**config.mk**
```make
export PLATFORM = sky130hd
export DESIGN_NAME = orion_mem_arbiter
export DESIGN_NICKNAME = d
export VERILOG_FILES = /design/src/rtl/orion_mem_arbiter.sv
export SDC_FILE = /design/constraint.sdc
export NUM_CORES = 1
export LEC_CHECK = 0
export CORE_AREA = 2 2 117 119
export CTS_CLUSTER_DIAMETER = 200
export DETAILED_ROUTE_END_ITERATION = 10
export DIE_AREA = 0 0 119 121
export DONT_BUFFER_PORTS = 1
export GPL_ROUTABILITY_DRIVEN = 0
export GPL_TIMING_DRIVEN = 0
export PLACE_DENSITY = 0.36
export SYNTH_ARGS = -nofsm -noshare
export SYNTH_HDL_FRONTEND = slang
export SYNTH_SLANG_ARGS = --single-unit
export TNS_END_PERCENT = 5
```
**constraint.sdc**
```tcl
create_clock -name clk_i -period 1.75 [get_ports clk_i]
set_input_delay 0.0875 -clock clk_i [delete_from_list [all_inputs] [get_ports clk_i]]
set_output_delay 0.0875 -clock clk_i [all_outputs]
set_load 0.005 [all_outputs]
```
**src/rtl/orion_mem_arbiter.sv**
```systemverilog
// Two-requester arbiter in front of one single-port memory.
// The instruction fetch port and the data port share the memory with one access in flight.
// The winner is picked combinationally in idle, so a grant costs no extra cycle. Each
// response goes only to the port that owns the access. Per-port completion counters saturate.
module orion_mem_arbiter #(
  parameter int unsigned ADDRW    = 32,
  parameter int unsigned DATAW    = 32,
  parameter int unsigned MASKW    = 4,
  parameter int unsigned ARB_MODE = 0,   // 0: round-robin, 1: fixed priority with D first
  parameter int unsigned CNTW     = 16
) (
  input  logic             clk_i,
  input  logic             rst_ni,
  // instruction fetch port
  input  logic [ADDRW-1:0] i_addr_i,
  input  logic             i_valid_i,
  output logic [DATAW-1:0] i_rdata_o,
  output logic             i_resp_o,
  // data port
  input  logic [ADDRW-1:0] d_addr_i,
  input  logic [DATAW-1:0] d_wdata_i,
  input  logic [MASKW-1:0] d_mask_i,
  input  logic             d_we_i,
  input  logic             d_valid_i,
  output logic [DATAW-1:0] d_rdata_o,
  output logic             d_resp_o,
  // shared memory port
  output logic [ADDRW-1:0] mem_addr_o,
  output logic [DATAW-1:0] mem_wdata_o,
  output logic [MASKW-1:0] mem_mask_o,
  output logic             mem_we_o,
  output logic             mem_valid_o,
  input  logic [DATAW-1:0] mem_rdata_i,
  input  logic             mem_resp_i,
  // completed-transaction counters
  output logic [CNTW-1:0]  i_grants_o,
  output logic [CNTW-1:0]  d_grants_o
);

  typedef enum logic [1:0] {StIdle, StBusyI, StBusyD} state_e;

  state_e          state_q, state_d;
  logic            rr_last_q, rr_last_d;  // 1: D completed last, so I wins the next tie
  logic [CNTW-1:0] i_cnt_q, i_cnt_d;
  logic [CNTW-1:0] d_cnt_q, d_cnt_d;
  logic            grant_i, grant_d;

  // Grant selection: combinational in idle, held by the busy state otherwise.
  always_comb begin
    grant_i = 1'b0;
    grant_d = 1'b0;
    unique case (state_q)
      StIdle: begin
        if (i_valid_i && d_valid_i) begin
          if (ARB_MODE == 1) begin
            grant_d = 1'b1;
          end else if (rr_last_q) begin
            grant_i = 1'b1;
          end else begin
            grant_d = 1'b1;
          end
        end else begin
          grant_i = i_valid_i;
          grant_d = d_valid_i;
        end
      end
      StBusyI: grant_i = 1'b1;
      StBusyD: grant_d = 1'b1;
      default: ;
    endcase
    // While reset is held every output must read zero, even with a request pending.
    if (!rst_ni) begin
      grant_i = 1'b0;
      grant_d = 1'b0;
    end
  end

  // Memory-side mux and per-port response routing.
  always_comb begin
    mem_addr_o  = '0;
    mem_wdata_o = '0;
    mem_mask_o  = '0;
    mem_we_o    = 1'b0;
    if (grant_i) begin
      mem_addr_o = i_addr_i;
      mem_mask_o = '1;
    end else if (grant_d) begin
      mem_addr_o  = d_addr_i;
      mem_wdata_o = d_wdata_i;
      mem_mask_o  = d_mask_i;
      mem_we_o    = d_we_i;
    end
    mem_valid_o = grant_i | grant_d;
    i_resp_o    = grant_i & mem_resp_i;
    d_resp_o    = grant_d & mem_resp_i;
    i_rdata_o   = mem_rdata_i;
    d_rdata_o   = mem_rdata_i;
  end

  // Next state, round-robin pointer and saturating counters.
  always_comb begin
    state_d   = state_q;
    rr_last_d = rr_last_q;
    i_cnt_d   = i_cnt_q;
    d_cnt_d   = d_cnt_q;
    if (i_resp_o) begin
      state_d   = StIdle;
      rr_last_d = 1'b0;
      if (i_cnt_q != '1) i_cnt_d = i_cnt_q + CNTW'(1);
    end else if (d_resp_o) begin
      state_d   = StIdle;
      rr_last_d = 1'b1;
      if (d_cnt_q != '1) d_cnt_d = d_cnt_q + CNTW'(1);
    end else if (grant_i) begin
      state_d = StBusyI;
    end else if (grant_d) begin
      state_d = StBusyD;
    end
  end

  // State registers; reset abandons any in-flight access.
  always_ff @(posedge clk_i or negedge rst_ni) begin
    if (!rst_ni) begin
      state_q   <= StIdle;
      rr_last_q <= 1'b1;
      i_cnt_q   <= '0;
      d_cnt_q   <= '0;
    end else begin
      state_q   <= state_d;
      rr_last_q <= rr_last_d;
      i_cnt_q   <= i_cnt_d;
      d_cnt_q   <= d_cnt_d;
    end
  end

  assign i_grants_o = i_cnt_q;
  assign d_grants_o = d_cnt_q;

  // Requesters must hold valid until their response.
  assert property (@(posedge clk_i) disable iff (!rst_ni) (state_q == StBusyI) |-> i_valid_i);
  assert property (@(posedge clk_i) disable iff (!rst_ni) (state_q == StBusyD) |-> d_valid_i);

endmodule

```
---- Word level (Yosys, flattened, before mapping) ----
Cells that the tools add are included.
Widths: inputs -> output; s select.
cells by class
  add/subtract/negate cells ............... 2
  eq/ne operators ......................... 4
  mux-type cells .......................... 22
  bitwise logic cells ..................... 4
  reduce and logical (&&, ||, !) cells .... 6
operators by type and width
  operator               number
  $mux 32                4
  $add 16x1->16 const B  2
  $ne 16x16->1 const B   2
  $mux 1                 10
  $mux 2                 4
  $mux 4                 2
  $pmux 1 s2             2
  $reduce_bool 4->1      1
  $reduce_and 3->1       1
  $and 1x1->1            2
  $eq 2x1->1 const B     1
  $eq 2x2->1 const B     1
  $logic_not 2->1        1
  $reduce_and 2->1       1
  $reduce_bool 2->1      1
  $logic_and 1x1->1      1
  $not 1->1              1
  $or 1x1->1             1
word-level totals
  bits in registers ....................... 35
  output and inout bits ................... 168
  logic and storage cells ................. 42

---- Longest topological paths before layout ----
Gate-level depths: netlist of run 1.
  depth in word-level cells ............... 8
  mapped depth ............................ 6
  gate-level depth less buffers ........... 5

---- Worst setup path before layout of run 1 ----
No wires, ideal clock.
  kind .................................... register to register
  from .................................... register d_cnt_q[0], in the netlist d_grants_o[0]
  to ...................................... register d_cnt_q[1], in the netlist d_grants_o[1]
  library setup time ...................... 0.128 ns
  arrival ................................. 1.590 ns
  setup slack ............................. 0.032 ns
  cell stages (with the launch flop) ...... 6
  clock period less this slack ............ 1.718 ns
  cells stage by stage .................... dfrtp_1 > ha_1 > nand4_2 > nor4_4 > nor2_1 > mux2_1
on the way
  longest elaborated chain between the ends .. 2
  elaborated cells on any way between the ends .. 3
  those cells by class .................... 1 x add/sub; 1 x eq/ne; 1 x reduce/logical
ends and longest elaborated chain
  element                                                line  source
  start: declaration                                     45    logic [CNTW-1:0] d_cnt_q, d_cnt_d;
  start signal: assignment                               132   d_cnt_q <= d_cnt_d;
  branches (longest 2 deep; another with $add 16x1->16)  --
Parallel ways; which one is timed is not known.
A chain may end at the register's enable or synchronous reset.

---- Final worst setup path of run 1 ----
  from .................................... register state_q[0]
  to ...................................... output port mem_addr_o[17]
on the way
  longest elaborated chain between the ends .. 5
  elaborated cells on any way between the ends .. 9
  those cells by class .................... 2 x eq/ne; 6 x mux; 1 x reduce/logical
ends and longest elaborated chain
  element                                               line  source
  start: declaration                                    42    state_e state_q, state_d;
  start signal: assignment                              124   state_q <= StIdle;
  start signal: assignment                              129   state_q <= state_d;
  $eq 2x2->1 / $logic_not 2->1 (equally long branches)  52    unique case (state_q)
  $pmux 1 s2                                            52
  $mux 1                                                72    if (!rst_ni) begin
  $mux 32                                               87    end else if (grant_d) begin
  $mux 32 (*)                                           84    if (grant_i) begin
  end: declaration                                      28    output logic [ADDRW-1:0] mem_addr_o,
Mark *: on every way between the ends. The rest lies on a longest branch, timed or not.

==> impl_results.md, run 1 <==
* Endpoint class of the critical path: output pin
* CP Max Fanout at 10
* Final worst slack at -42.7 ps
* Cell Area, Synth at between 2000 and 3000 um^2
* Worst setup path startpoint: state_q[0]
* # clock sinks at 35
* Register area share after synthesis at 0.301
* Period utilization at 1.02
* DR vias at approximately 2400
* Core Box Area at between 10000 and 15000 um^2
* IO Port Bufs at 0
* DRT Pass-1 Iters at 4
* Number of synthesized flops with an enable pin at 0
* Full die area at 14400 um^2
* Avg Inst Size Synth at 9.31 um^2
* GRT Total Usage at 0.158
* Placement Setup Slack at -408 ps
* Tmin final at 1790 ps
* Row count at 42
* Final Skew at 4.87 ps
* Power Dens Cells at between 1000 and 1500 nW/um^2
* Wire length per cell at ~24 um
* Nets at 471
* Beginning of the worst hold path: rst_ni
* Final setup viols at 20
* Die X at roughly 120 um
* Unrepaired setup endpoints after global routing: true
* Layout cells sized above 1 at 0.437
* Failing checks: setup timing
* Fin Hold WS at 150 ps
* Synth cell types at 45
* LEAKAGE at ~1.7 nW
* Crit path arrival time at about 1700 ps
* Final Hold Fails at 0
* Max_slew headroom at 0.702
* Top_reg_cell synth: dfrtp_1
* Worst setup SP type: register
* Detail Placement HPWL at 9.96 mm
* Post-route ant nets at 0
* Cts bufs inserted at 5
* Post-route DRC violation count at 0
* Synthesized Nets at roughly 450
* Pin count of the biggest net entering global routing at 37
* Area Overhead vs Synth at 28.6%
* Clk Latency, worst-skew pair at roughly 280 ps
* FMAX at 0.558 GHz
* Htree depth at 2
* FF-to-FF Start: i_grants_o[7]
* Status: complete, but fails checks
* Finished Layout Cells at 509
* Die Ht at 121 um
* Hold/Removal Path Class: in -> reg
* Vias in the first global route at ~2400
* Initial antenna violation count at 1
* Synthesized instance count at ~310
* First-pass GRT wire length at 16.6 mm
* Drt total wl at between 10 and 15 mm
* Kind of critical path: reg -> out
* FFs w/ async S/R, synth at 1.00
* Iter 0 DRT Violations at about 120
* Slew Viols, Final at 0
* CTS Buffer Depth at 2
* Synth Warn # at 0
* Via density at about 4.8
* Synthesized flop and latch total at 35
* Slew @ Worst Pin at 445 ps
* Starting Density at 0.223
* Worst EP required at ~1700 ps
* GR Overflow Total at 0
* Max-cap violation count at 0
* Max IR drop VDD at between 0.6 and 0.7 mV
* Clock slew at reported path FFs at roughly 50 ps
* Cells after DPL at 489
* CTS tree: done
* CTS Root Cell: clkbuf_16
* Top-Level Pins at 306
* Total design power at ~3.9 mW
## synth_stat cells (all sizes together), types with 6 or more instances
cell,n,area share
o2111ai,6,0.024
nor4,8,0.030
xor2,13,0.039
nand4,10,0.024
xnor2,14,0.042
inv,6,0.0077
dfrtp,34,0.29
nand3,9,0.020
and2,35,0.075
clkbuf,10,0.013
nor3,8,0.018
buf,69,0.18
nand2,10,0.013
nor2,8,0.010
a22o,32,0.096
## placed cells by master, fill, tap and decap left out, drive strengths merged, types with 2 or more instances in the layout
cell / instances
buf: 80
and2: 35
dfrtp: 34
a22o: 32
clkbuf: 15
xnor2: 14
xor2: 13
nand2: 10
nand4: 10
nand3: 9
nor2: 8
nor3: 8
nor4: 8
inv: 6
o2111ai: 6
a21o: 4
and3: 4
o211ai: 4
mux2: 4
nor3b: 4
o211a: 2
and4: 2
a31oi: 2
a21oi: 2
o21ai: 2
ha: 2
## worst paths after layout
| check | endpoint | slack (ps) | cells past startpoint |
|---|---|---|---|
| max | mem_addr_o[17] | -40 | 5 |
| max in group asynchronous | rr_last_q | 1220 | 2 |
| min reg2reg | i_grants_o[9] | 530 | 1 |
| min in group asynchronous | i_grants_o[11] | 270 | 2 |
| min | state_q[1] | 150 | 2 |
| max reg2reg | i_grants_o[1] | 40 | 4 |
## per-stage QoR
step | instance area (um^2) | TNS, ps | util
6_report | 3750 | -407 | 0.286
5_1_grt | 3750 | -2490 | 0.286
4_1_cts | 3680 | -1760 | 0.282
3_5_place_dp | 3130 | -13520 | 0.240
3_3_place_gp | 3130 | -11560 | 0.240
2_1_floorplan | 2910 | 0 | -
## flip-flops by register name, summed over array words and instances (netlist names)
name and cells:
d_grants_o 16, i_grants_o 16, rr_last_q 1, state_q 2
## worst max-delay path, stage by stage (launching register included)
cell and delay, ps:
dfrtp_1 430, nor3b_2 340, nor3b_2 100, buf_6 150, buf_6 150, a22o_4 260
## layout make-up
class / instances / area, um^2
fill: 1374 / 9340
inverter: 6 / 22.5
buffer: 78 / 651
clock buffer: 7 / 143
sequential: 35 / 887
tap: 176 / 220
multi-input combinational: 194 / 1690
antenna: 1 / 2.50
timing repair buffer: 11 / 123
clock inverter: 1 / 5.00
## power breakdown
part | internal (mW) | total (mW) | switching [mW]
registers | 0.958 | 1.18 | 0.218
logic | 0.884 | 1.78 | 0.894
clock network | 0.564 | 0.904 | 0.340
## per-layer routing
metal	vias up	part of all wire	routed length (um)	GRT usage
met5	-	0	0	0
met4	0	0.026	323	0.0618
met3	19	0.093	1150	0.0578
met2	140	0.49	6010	0.258
met1	1181	0.39	4850	0.188
li1	1092	-	-	-
## what timing repair did
item                                    4_1_cts  5_1_grt
pin swaps                                    19        4
resized for setup                            63       17
endpoints found under the hold margin        36        0
gates cloned                                  3        0
hold buffers                                  2        0
endpoints found under the setup margin      101       95
setup buffers                                 6        1
## kinds of logic (layout without fill, tap and decap cells)
| group | after synthesis | in the layout | share of synthesized area |
|---|---|---|---|
| XOR/XNOR | 27 | 27 | 0.0812 |
| AND/OR/NAND/NOR | 105 | 105 | 0.236 |
| adder cells (fa/ha/maj) | 2 | 2 | 0.00859 |
| multiplexers | 4 | 4 | 0.0155 |
| AO/OA/AOI/OAI | 55 | 56 | 0.162 |
| buffers and inverters | 85 | 103 | 0.196 |
| other | 0 | 1 | 0 |
| flip-flops | 35 | 35 | 0.301 |
Note: power is estimated with default switching activity, not from simulation.
==> run 2, diff against run 1 <==
Settings changed: REMOVE_ABC_BUFFERS set to 1.
==> impl_results.md, run 2 (same netlist as run 1, synthesis figures left out) <==
* Switching Power at 1.50 mW (was 1.45 mW)
* GR Overflow Total at 0 (unchanged)
* Slew @ Worst Pin at 503 ps (was 445 ps)
* Top-Level Pins at 306 (unchanged)
* Period utilization at 1.05 (was 1.02)
* Drt total wl at 15.3 mm (was 12.3 mm)
* DR vias at 2335 (was 2432)
* # clock sinks at 35 (unchanged)
* CTS tree: done (unchanged)
* Final Skew at 1.58 ps (was 4.87 ps)
* Unrepaired setup endpoints after global routing: true (unchanged)
* Antenna Cells at 0 (was 1)
* Final setup viols at 38 (was 20)
* DP Area at 2630 um^2 (was 3130 um^2)
* Clock slew at reported path FFs at 60 ps (was 50 ps)
* IO Port Bufs at 0 (unchanged)
* Combinational share of power at 0.443 (was 0.461)
* Detail Placement HPWL at 11.9 mm (was 9.96 mm)
* Cts bufs inserted at 5 (unchanged)
* Iter 0 DRT Violations at 121 (was 115)
* Kind of critical path: reg -> out (unchanged)
* Slew Viols, Final at 0 (unchanged)
* Reg power frac at 0.313 (was 0.305)
* Status: complete, but fails checks (unchanged)
* FMAX at 0.547 GHz (was 0.558 GHz)
* Power Dens Cells at 1180 nW/um^2 (was 1030 nW/um^2)
* CP Max Fanout at 16 (was 10)
* Most frequent cells in the layout: dfrtp_1 (21), a22o_1 (20), and2_1 (18) (was buf_4 (70), and2_1 (33), dfrtp_1 (26))
* Layout cells sized above 1 at 0.360 (was 0.437)
* LEAKAGE at 1.40 nW (was 1.73 nW)
* Starting Density at 0.223 (unchanged)
* Max IR drop VDD at 0.497 mV (was 0.654 mV)
* Wire length per cell at 34.8 um (was 24.2 um)
* Tmin final at 1830 ps (was 1790 ps)
* Max-cap violation count at 0 (unchanged)
* Cells after DPL at 413 (was 489)
* Row count at 42 (unchanged)
* Final Hold Fails at 0 (unchanged)
* Die Ht at 121 um (unchanged)
* CTS Buffer Depth at 2 (unchanged)
* Hold/Removal Path Class: in -> reg (unchanged)
* Die X at 119 um (unchanged)
* Crit path arrival time at 1740 ps (was 1710 ps)
* Finished Layout Cells at 440 (was 509)
* Pin count of the biggest net entering global routing at 37 (unchanged)
* Max_slew headroom at 0.663 (was 0.702)
* Post-route ant nets at 0 (unchanged)
* CTS Root Cell: clkbuf_16 (unchanged)
* Core Box Area at 13100 um^2 (unchanged)
* Failing checks: setup timing (unchanged)
* Sw Ratio at 0.383 (was 0.376)
* Most common cell after layout, fill and taps aside: dfrtp_1 (was buf_4)
* Internal power at 2.41 mW (about the same)
* Via density at 5.31 (was 4.78)
* Htree depth at 2 (unchanged)
* Fillers at 1413 (was 1374)
* First-pass GRT wire length at 19.6 mm (was 16.6 mm)
* GRT Total Usage at 0.199 (was 0.158)
* Endpoint class of the critical path: output pin (unchanged)
* Nets at 403 (was 471)
* Post-route DRC violation count at 0 (unchanged)
* Worst setup SP type: register (unchanged)
* Clk pwr share at 0.243 (was 0.234)
* Clk Latency, worst-skew pair at 280 ps (about the same)
* Full die area at 14400 um^2 (unchanged)
* DRT Pass-1 Iters at 4 (unchanged)
* Initial antenna violation count at 0 (was 1)
* Final worst slack at -79.4 ps (was -42.7 ps)
* Area Overhead vs Synth at 13.4% (was 28.6%)
* Worst EP required at 1660 ps (about the same)
* Total design power at 3.90 mW (was 3.86 mW)
* Final instance area at 3300 um^2 (was 3750 um^2)
* Vias in the first global route at 2325 (was 2426)
run 2: cell types whose count changed in the layout (fill, tap and decap cells not counted), sizes merged:
cell / before / now
diode: 1 / 0
o211a: 2 / 1
buf: 80 / 18
clkbuf: 15 / 9
clkinv: 1 / 0
nor3: 8 / 10
run 2: worst max-delay path, stage by stage (launching register included):
cell and delay [ps]:
dfstp_2 580, a21boi_4 70, o211a_4 330, buf_12 180, a22o_1 280
run 2: per-layer routing:
layer | part of all wire | vias to the layer above | track usage
met5 | 0.0029 | - | 0.0294
met1 | 0.38 | 1141 | 0.219
met4 | 0.0056 | 2 | 0.0313
met2 | 0.44 | 233 | 0.295
met3 | 0.17 | 8 | 0.170
li1 | - | 951 | -
run 2: cell type report:
cell class | instances | area [um^2] | area share
multi-input cells | 195 | 1740 | 0.527
clock buffers | 8 | 156 | 0.0473
well taps | 176 | 220 | 0.0666
inverters | 6 | 22.5 | 0.00682
flip-flops and latches | 35 | 893 | 0.270
repair buffers | 20 | 272 | 0.0822
run 2: metrics by stage:
step	setup slack, ps	hold WS (ps)	setup TNS (ps)	util
2_1_floorplan	-1440	-208	-57830	-
3_3_place_gp	-2820	-207	-125490	0.198
3_5_place_dp	-330	-207	-6810	0.201
4_1_cts	-123	175	-4060	0.244
5_1_grt	-100	141	-3190	0.253
6_report	-79.4	146	-1350	0.253
run 2: path summary, 6_finish.rpt:
check / startpoint / end / slack, ps / cells past startpoint
max in group asynchronous: rst_ni / rr_last_q / 1220 / 2
hold / removal: rst_ni / state_q[1] / 150 / 2
min in group asynchronous: rst_ni / d_grants_o[4] / 280 / 2
setup reg to reg: rr_last_q / i_grants_o[15] / 0 / 5
setup / recovery: rr_last_q / mem_addr_o[21] / -80 / 4
hold reg to reg: rr_last_q / rr_last_q / 500 / 2
run 2: repair_timing:
item	in CTS	in global routing
gates resized for setup	48	28
gates cloned	3	2
buffers inserted	7	5
pin swaps	13	33
endpoints found under the setup margin	103	92
hold buffers	2	0
endpoints found under the hold margin	36	0
run 2: power by group through the flow:
| stage | sequential (mW) | clock [mW] | combinational (mW) |
|---|---|---|---|
| after floorplan | 1.12 | 0 | 0.767 |
| after global placement | 1.19 | 0 | 1.09 |
| after detailed placement | 1.19 | 0 | 1.14 |
| after CTS | 1.21 | 0.982 | 1.63 |
| after global routing | 1.25 | 1.02 | 1.84 |
| final | 1.22 | 0.950 | 1.73 |
==> run 3, diff against run 2 <==
Settings changed: ABC_CLOCK_PERIOD_IN_PS set to 2160, CORE_AREA 2 2 117 119 to 2 2 119 121, DIE_AREA 0 0 119 121 to 0 0 121 123, PLACE_DENSITY 0.36 to 0.34.
Clock period 1.75 ns to 2.16 ns, I/O delays scaled along.
==> impl_results.md, run 3 (same netlist as run 1, synthesis figures left out) <==
* GRT Total Usage at 0.160 (was 0.199)
* R2R setup slack at 170 ps (was 0 ps)
* Wire length per cell at 29.7 um (was 34.8 um)
* Initial antenna violation count at 0 (unchanged)
* Tmin final at between 2000 and 2500 ps
* Final worst slack at 122 ps (was -79.4 ps)
* Starting Density at 0.214 (was 0.223)
* Hold path endpoint: state_q[1] (unchanged)
* Hold/Removal Path Class: in -> reg (unchanged)
* Area Overhead vs Synth at -2.75% (was 13.4%)
* Final instance area at 2830 um^2 (was 3300 um^2)
* Unrepaired setup endpoints after global routing: true (unchanged)
* Slew Viols, Final at 0 (unchanged)
* Final Hold Fails at 0 (unchanged)
* Sw Ratio at 0.384 (was 0.383)
* Met3 global-route usage at 0.119 (was 0.170)
* IO Port Bufs at 0 (unchanged)
* Status: completed (was complete, but fails checks)
* Htree depth at 2 (unchanged)
* Worst setup SP type: register (unchanged)
* Die X at 121 um (was 119 um)
* First-pass GRT wire length at 16.6 mm (was 19.6 mm)
* Post-CTS repair timing setup buffer count at 0 (was 7)
* Period utilization at 0.944
* Critical path's largest stage delay at 560 ps (was 580 ps)
* DP Area at 2630 um^2 (about the same)
* Setup_tns at 0 ps (was -1350 ps)
* WP buf/inv at 1 (unchanged)
* WHS Path Cells at 3 (was 2)
* DR vias at 2177 (was 2335)
* Combinational share of power at 0.352 (was 0.443)
* Worst r2r dst: d_grants_o[1] (was i_grants_o[15])
* Most frequent cells in the layout: and2_1 (35), dfrtp_1 (34), a22o_1 (32) (was dfrtp_1 (21), a22o_1 (20), and2_1 (18))
* GR peak layer: met2 (unchanged)
* Max IR drop VDD at 0.502 mV (was 0.497 mV)
* Final Skew at 4.88 ps (was 1.58 ps)
* DRT Pass-1 Iters at 6 (was 4)
* CP top delay family: simple AND/OR/NAND/NOR gates (was compound AO/OA/AOI/OAI gates)
* Placement Setup Slack at 100 ps (was -330 ps)
* # clock sinks at 35 (unchanged)
* Nets at 386 (was 403)
* Register area at 877 um^2 (was 893 um^2)
* Full die area at 14900 um^2 (was 14400 um^2)
* Met2 usage at 0.240 (was 0.295)
* Worst EP required at 2050 ps (was 1660 ps)
* CP cell instances: nor3b_1 -> nor3b_4 -> buf_6 -> or2_2 (was a21boi_4 -> o211a_4 -> buf_12 -> a22o_1)
* Clk pwr share at 0.292 (was 0.243)
* Detail Placement HPWL at 10.3 mm (was 11.9 mm)
* LEAKAGE at 1.20 nW (was 1.40 nW)
* Internal power at 1.62 mW (was 2.41 mW)
* CTS tree: done (unchanged)
* Endpoint class of the critical path: output pin (unchanged)
* Vias in the first global route at 2166 (was 2325)
* Max-cap violation count at 0 (unchanged)
* Kind of critical path: reg -> out (unchanged)
* Iter 0 DRT Violations at 89 (was 121)
* Slew @ Worst Pin at 846 ps (was 503 ps)
* Cts bufs inserted at 5 (unchanged)
* Area of the multi-input gates at 1480 um^2 (was 1740 um^2)
* Final setup viols at 0 (was 38)
* Crit path arrival time at 1930 ps (was 1740 ps)
* Die Ht at 123 um (was 121 um)
* Drt total wl at 12.7 mm (was 15.3 mm)
* Core Util, Final at 0.208 (was 0.253)
* Fillers at 1518 (was 1413)
* Top-Level Pins at 306 (unchanged)
* Layout cells sized above 1 at 0.121 (was 0.360)
* Clk Latency, worst-skew pair at 280 ps (about the same)
* Beginning of the worst hold path: i_valid_i (was rst_ni)
* Switching Power at 1.01 mW (was 1.50 mW)
* WP depth at 4 (unchanged)
* CTS Root Cell: clkbuf_16 (unchanged)
* Via density at 5.10 (was 5.31)
* Antenna Cells at 0 (unchanged)
* Pin count of the biggest net entering global routing at 66 (was 37)
* FMAX at between 0.4 and 0.5 GHz
* Post-route DRC violation count at 0 (unchanged)
* Most common cell after layout, fill and taps aside: and2_1 (was dfrtp_1)
* Clock slew at reported path FFs at 60 ps (about the same)
* CP Max Fanout at 18 (was 16)
* Met1 Use GR at 0.179 (was 0.219)
* Fin Hold WS at 150 ps (was 146 ps)
* Core Box Area at 13600 um^2 (was 13100 um^2)
* Slowest-stage cell, CP: nor3b_1 (was dfstp_2)
* FF-to-FF Start: d_grants_o[0] (was rr_last_q)
* Max_slew headroom at 0.434 (was 0.663)
* CTS Buffer Depth at 2 (unchanged)
* GR Overflow Total at 0 (unchanged)
* Post-route ant nets at 0 (unchanged)
* Reg power frac at 0.356 (was 0.313)
* Row count at 43 (was 42)
* R2R depth at 5 (unchanged)
* Power Dens Cells at 928 nW/um^2 (was 1180 nW/um^2)
run 3: worst max-delay path by stage:
| stage | slack (ps) | end | from |
|---|---|---|---|
| 3_3_place_gp | -2510 | mem_addr_o[24] | state_q[1] |
| 3_5_place_dp | 100 | i_grants_o[1] | state_q[1] |
| 2_1_floorplan | -1050 | mem_valid_o | state_q[1] |
| 6_report | 120 | mem_valid_o | state_q[0] |
| 5_1_grt | -7 | mem_addr_o[24] | state_q[1] |
| 4_1_cts | 40 | mem_addr_o[1] | state_q[1] |
run 3: through the flow:
step	power, mW	cells
after CTS	2.70	427
after floorplan	1.53	234
after detailed placement	1.87	417
after global placement	1.84	414
after global routing	2.82	427
final	2.63	427
run 3: final cells by class:
cell class                      count  area share
Clock buffer                        8      0.0552
Inverter                            6     0.00795
Multi-Input combinational cell    193       0.522
Sequential cell                    35       0.309
Timing Repair Buffer                5      0.0256
Tap cell                          180      0.0795
run 3: power groups by stage:
stage	Clock, mW	Sequential, mW	Combinational, mW
after global routing	0.827	0.965	1.03
after floorplan	0	0.905	0.621
after detailed placement	0	0.951	0.920
final	0.768	0.937	0.924
after global placement	0	0.948	0.894
after CTS	0.800	0.940	0.958
run 3: worst min-delay path, cell delays in order:
cell and delay [ps]:
a21boi_2 70, a31oi_1 170, nor2_1 50
run 3: per-layer routing:
| metal | up-vias | share of wire |
|---|---|---|
| met5 | - | 0.0067 |
| met4 | 2 | 0.0085 |
| met1 | 1048 | 0.37 |
| li1 | 914 | - |
| met3 | 9 | 0.18 |
| met2 | 204 | 0.44 |
run 3: timing repair:
action	CTS	global route
pin swaps	0	1
resized for setup	1	2
setup endpoints to repair	21	14
hold buffers	2	0
hold endpoints to repair	35	0
